File: src/rtl/adder_pipe_n.sv
// adder_pipe_n : pipelined N-bit add/subtract unit with valid/ready flow control.
//
// The carry chain is split into STAGES chunks of CW = N/STAGES bits. Stage k
// adds chunk k plus the carry registered by stage k-1, so each chunk's carry
// reaches the next chunk with exactly one cycle of skew. All stages share one
// enable (en = ~o_valid | o_ready); when the output is stalled every stage holds.
//
// Optional build macro: ADDER_PIPE_SATURATE_EN
//   defined   : on signed overflow the result is clamped to the signed extreme
//               (sign taken from a[N-1]); c_out/overflow still report raw values.
//   undefined : the result is always the wrapped raw sum.
//
// Ports:
//   clk      in   rising-edge clock
//   rst      in   synchronous active-high reset
//   i_valid  in   operands valid
//   i_ready  out  unit accepts operands this cycle
//   a, b     in   N-bit operands
//   c_in     in   carry-in (add) / borrow-in (subtract)
//   sub      in   0: a+b+c_in, 1: a-b-c_in
//   o_valid  out  result valid
//   o_ready  in   downstream accepts result
//   sum      out  N-bit result
//   c_out    out  carry out of MSB (subtract: 1 = no borrow)
//   overflow out  signed overflow

module adder_pipe_n #(
  parameter int N      = 32,
  parameter int STAGES = 4
) (
  input  logic         clk,
  input  logic         rst,
  input  logic         i_valid,
  output logic         i_ready,
  input  logic [N-1:0] a,
  input  logic [N-1:0] b,
  input  logic         c_in,
  input  logic         sub,
  output logic         o_valid,
  input  logic         o_ready,
  output logic [N-1:0] sum,
  output logic         c_out,
  output logic         overflow
);

  localparam int CW = N / STAGES;

  logic         en;
  logic [N-1:0] b_eff;
  logic         cin_eff;

  assign en      = ~o_valid | o_ready;
  assign i_ready = en;

  // Subtraction as a + ~b + ~borrow_in.
  assign b_eff   = sub ? ~b : b;
  assign cin_eff = sub ? ~c_in : c_in;

  for (genvar k = 0; k < STAGES; k++) begin : gen_stage
    // RW: operand bits not yet consumed (current chunk at the bottom).
    // SW: sum bits completed once this stage has added its chunk.
    localparam int RW = N - k * CW;
    localparam int SW = (k + 1) * CW;

    logic [RW-1:0] a_in;
    logic [RW-1:0] b_in;
    logic          cy_in;
    logic          v_in;
    logic [CW:0]   chunk;
    logic [SW-1:0] s_new;

    assign chunk = {1'b0, a_in[CW-1:0]} + {1'b0, b_in[CW-1:0]} + {{CW{1'b0}}, cy_in};

    if (k == 0) begin : g_src
      assign a_in  = a;
      assign b_in  = b_eff;
      assign cy_in = cin_eff;
      assign v_in  = i_valid;
      assign s_new = chunk[CW-1:0];
    end else begin : g_src
      assign a_in  = gen_stage[k-1].g_mid.a_q;
      assign b_in  = gen_stage[k-1].g_mid.b_q;
      assign cy_in = gen_stage[k-1].g_mid.c_q;
      assign v_in  = gen_stage[k-1].g_mid.v_q;
      assign s_new = {chunk[CW-1:0], gen_stage[k-1].g_mid.s_q};
    end

    if (k < STAGES - 1) begin : g_mid
      logic [RW-CW-1:0] a_q, a_d;
      logic [RW-CW-1:0] b_q, b_d;
      logic [SW-1:0]    s_q, s_d;
      logic             c_q, c_d;
      logic             v_q, v_d;

      always_comb begin
        a_d = a_q;
        b_d = b_q;
        s_d = s_q;
        c_d = c_q;
        v_d = v_q;
        if (en) begin
          a_d = a_in[RW-1:CW];
          b_d = b_in[RW-1:CW];
          s_d = s_new;
          c_d = chunk[CW];
          v_d = v_in;
        end
      end

      always_ff @(posedge clk) begin
        if (rst) begin
          a_q <= '0;
          b_q <= '0;
          s_q <= '0;
          c_q <= 1'b0;
          v_q <= 1'b0;
        end else begin
          a_q <= a_d;
          b_q <= b_d;
          s_q <= s_d;
          c_q <= c_d;
          v_q <= v_d;
        end
      end
    end else begin : g_last
      logic [N-1:0] sum_q, sum_d;
      logic [N-1:0] sum_res;
      logic         c_out_q, c_out_d;
      logic         ovf_q, ovf_d;
      logic         ovf_raw;
      logic         v_q, v_d;

      // Carry into the MSB is a^b^sum at that bit; overflow is it XOR carry-out.
      assign ovf_raw = a_in[CW-1] ^ b_in[CW-1] ^ chunk[CW-1] ^ chunk[CW];

`ifdef ADDER_PIPE_SATURATE_EN
      assign sum_res = !ovf_raw     ? s_new :
                       a_in[CW-1]   ? {1'b1, {(N-1){1'b0}}} :
                                      {1'b0, {(N-1){1'b1}}};
`else
      assign sum_res = s_new;
`endif

      always_comb begin
        sum_d   = sum_q;
        c_out_d = c_out_q;
        ovf_d   = ovf_q;
        v_d     = v_q;
        if (en) begin
          sum_d   = sum_res;
          c_out_d = chunk[CW];
          ovf_d   = ovf_raw;
          v_d     = v_in;
        end
      end

      always_ff @(posedge clk) begin
        if (rst) begin
          sum_q   <= '0;
          c_out_q <= 1'b0;
          ovf_q   <= 1'b0;
          v_q     <= 1'b0;
        end else begin
          sum_q   <= sum_d;
          c_out_q <= c_out_d;
          ovf_q   <= ovf_d;
          v_q     <= v_d;
        end
      end
    end
  end

  assign o_valid  = gen_stage[STAGES-1].g_last.v_q;
  assign sum      = gen_stage[STAGES-1].g_last.sum_q;
  assign c_out    = gen_stage[STAGES-1].g_last.c_out_q;
  assign overflow = gen_stage[STAGES-1].g_last.ovf_q;

endmodule

File: config.mk
export PLATFORM = sky130hd
export DESIGN_NAME = adder_pipe_n
export DESIGN_NICKNAME = d
export VERILOG_FILES = /design/src/rtl/adder_pipe_n.sv
export SDC_FILE = /design/constraint.sdc
export NUM_CORES = 1
export LEC_CHECK = 0
export CAP_MARGIN = 5
export CORE_MARGIN = 4
export CORE_UTILIZATION = 45
export CTS_CLUSTER_DIAMETER = 100
export DETAILED_ROUTE_END_ITERATION = 10
export GPL_TIMING_DRIVEN = 0
export HOLD_SLACK_MARGIN = 0.12
export PLACE_DENSITY = 0.72
export SYNTH_ARGS = -nofsm -noshare
export SYNTH_HDL_FRONTEND = slang
export SYNTH_SLANG_ARGS = --single-unit
File: constraint.sdc
create_clock -name clk -period 3.65 [get_ports clk]
set_clock_uncertainty 0.2 [all_clocks]
set_input_delay 0.73 -clock clk [delete_from_list [all_inputs] [get_ports clk]]
set_output_delay 0.73 -clock clk [all_outputs]
set_load 0.05 [all_outputs]
==> reports/metrics.yaml <==
max_slew.worst_pin.slew_ps: 806
postCtsHoldBufs: 0
fin_crit_sh_pct: 95.4
syn_area_per_cell_um2: 8.23
path_max_fanout: 10
grt_max_degree: 18
regArea_um2: 3700
die-height_um: 141
yosysWarningCount: 0
cts_sinks: 185
fin_nets: 1192
setup_viol: 0
syn-cell-area_um2: 7930
critPathKind: "in2out"
final_util_pct: 57.1
firstDrtPassIters: 5
yosysMostFrequentCell: "nand2_1"
place_ws_ps: -371
critPathCaptureType: "primary output"
synthToLayoutAreaGrowth_pct: 24.5
status: "complete, no violations"
via_per_inst: 5.23
setup_ws_ps: 169
tritoncts: "built"
required_ps: 2720
hold_path.class: "reg2reg"
ys_ff_latch: 185
grt_pass1_vias: 6338
ir_drop_mv: 0.363
powerDensity_nw_per_um2: 485
yosysUniqueCellTypes: 40
fin_crit_ps: 3480
p_leak_nw: 3.90
cts_setup_buffers: 0
routed_wl_um: 20200
tns_ps: 0
start_util_pct: 45.8
drc: 0
synth_ff_type: "dfxtp_1"
cts.clk_slew.worst_paths_ps: 70
detailed_place_hpwl_um: 15100
antenna_found_initial: 0
die_area_um2: 19800
rsz0062_at_grt: "no"
cts_buffer_depth: 2
crit_path_start_kind: "input port"
yosysTopAreaCell: "dfxtp_1"
die_x_um: 141
num_rows: 48
fin_cells: 1324
seq_area_frac_synth_pct: 46.7
fillCellCount: 1631
synth_top_area_share_pct: 46.7
clock_latency_ps: 430
wl_per_cell_um: 15.3
max_slew_margin_pct: 46.2
drt_iter0_drc: 427
gp_congestion: 0.942
grt_use_total_pct: 20.6
antenna_left: 0
fmax_mhz: 287
ioPinCount: 106
synth-edff-count: 0
synth_area_leaders: "dfxtp_1 (47%), nand2_1 (13%), a21oi_1 (9.5%)"
hold_viol: 0
port_buffers: 103
syn_nets: 1070
drive_gt1_share_pct: 7.01
max_cap_violations: 0
grt_pass1_wl_um: 32800
root_buffer: "clkbuf_16"
cts_buffers: 17
grt.overflow.total: 0
critPathArrivalTime_ps: 2550
whs_ps: 250
slew_viol_final: 0
via_count: 6921
synth_common_cells: "nand2_1 (278), dfxtp_1 (185), a21oi_1 (150)"
diodes: 0
async_flop_share_pct: 0
multi_input_area_um2: 3900
core_um2: 17300
netlist_instances: 964
cts_max_level: 4
dp_cells: 1292
==> repair_timing <==
action,in CTS,in global routing
endpoints found under the setup margin,1,1
resized for setup,3,2
pin swaps,0,0
==> metal layers <==
layer | vias to the layer above | share of wire [%] | track usage, %
met5 | - | 0 | 0
met4 | 0 | 1.4 | 5.92
met3 | 25 | 6.3 | 4.04
met2 | 214 | 45 | 31.8
met1 | 3171 | 47 | 29.3
li1 | 3511 | - | -
==> cell type report <==
type | count | share of cell area, %
plain buffers | 69 | 3.09
clock buffers | 19 | 4.59
clock inverters | 13 | 1.83
inverters | 5 | 0.190
multi-input cells | 705 | 39.5
flip-flops and latches | 185 | 37.5
well taps | 225 | 2.85
repair buffers | 103 | 10.4
==> cells by family after synthesis <==
family / Yosys count / synth area share, %
buffers and inverters: 74 / 4.09
adder cells (fa/ha/maj): 36 / 6.44
XOR/XNOR: 38 / 4.20
AND/OR/NAND/NOR: 383 / 20.0
AO/OA/AOI/OAI: 243 / 18.0
flip-flops: 185 / 46.7
multiplexers: 5 / 0.631
==> cell usage in the layout (no fill, tap or decap), drive strengths merged, types with 5 or more instances in the layout <==
cell,n
nor2,49
buf,41
dfxtp,185
o211ai,5
a21o,9
ha,28
inv,11
clkdlybuf4s50,102
o21ai,19
a21oi,150
fa,8
or4,7
a211oi,39
clkbuf,48
nor4b,7
nand2,278
nand3,19
xnor2,28
mux2i,5
xor2,10
==> worst max-delay path, stage by stage <==
cell	delay (ps)
clkdlybuf4s50_1	510
nor2b_4	70
inv_1	150
buf_4	210
buf_2	300
buf_2	280
buf_2	300
==> metrics by stage <==
| step | total power [mW] | area (um^2) |
|---|---|---|
| 2_1_floorplan | 2.64 | 7930 |
| 3_3_place_gp | 2.85 | 9240 |
| 3_5_place_dp | 2.87 | 9240 |
| 4_1_cts | 4.81 | 9880 |
| 5_1_grt | 4.98 | 9870 |
| 6_report | 4.79 | 9870 |
==> path summary, 6_finish.rpt <==
path | start | to | slack (ps) | cells past startpoint
worst max-delay path | o_ready | i_ready | 170 | 7
worst min-delay path | sum[7] | sum[7] | 250 | 2
worst max register to register | gen_stage[2].g_mid.a_q[0] | overflow | 1000 | 7
worst min register to register | sum[7] | sum[7] | 250 | 2
==> power by group <==
part / switching [mW] / internal (mW) / total, mW
registers: 0.0808 / 2.15 / 2.23
logic: 0.326 / 0.271 / 0.597
clock network: 0.827 / 1.14 / 1.96
==> sequential cells by signal, summed over array words and instances, names as in the netlist <==
| signal | count |
|---|---|
| c_out | 1 |
| gen_stage.g_mid.a_q | 48 |
| gen_stage.g_mid.b_q | 48 |
| gen_stage.g_mid.c_q | 3 |
| gen_stage.g_mid.s_q | 48 |
| gen_stage.g_mid.v_q | 3 |
| o_valid | 1 |
| overflow | 1 |
| sum | 32 |
No activity file was read; power rests on OpenSTA's default activity.
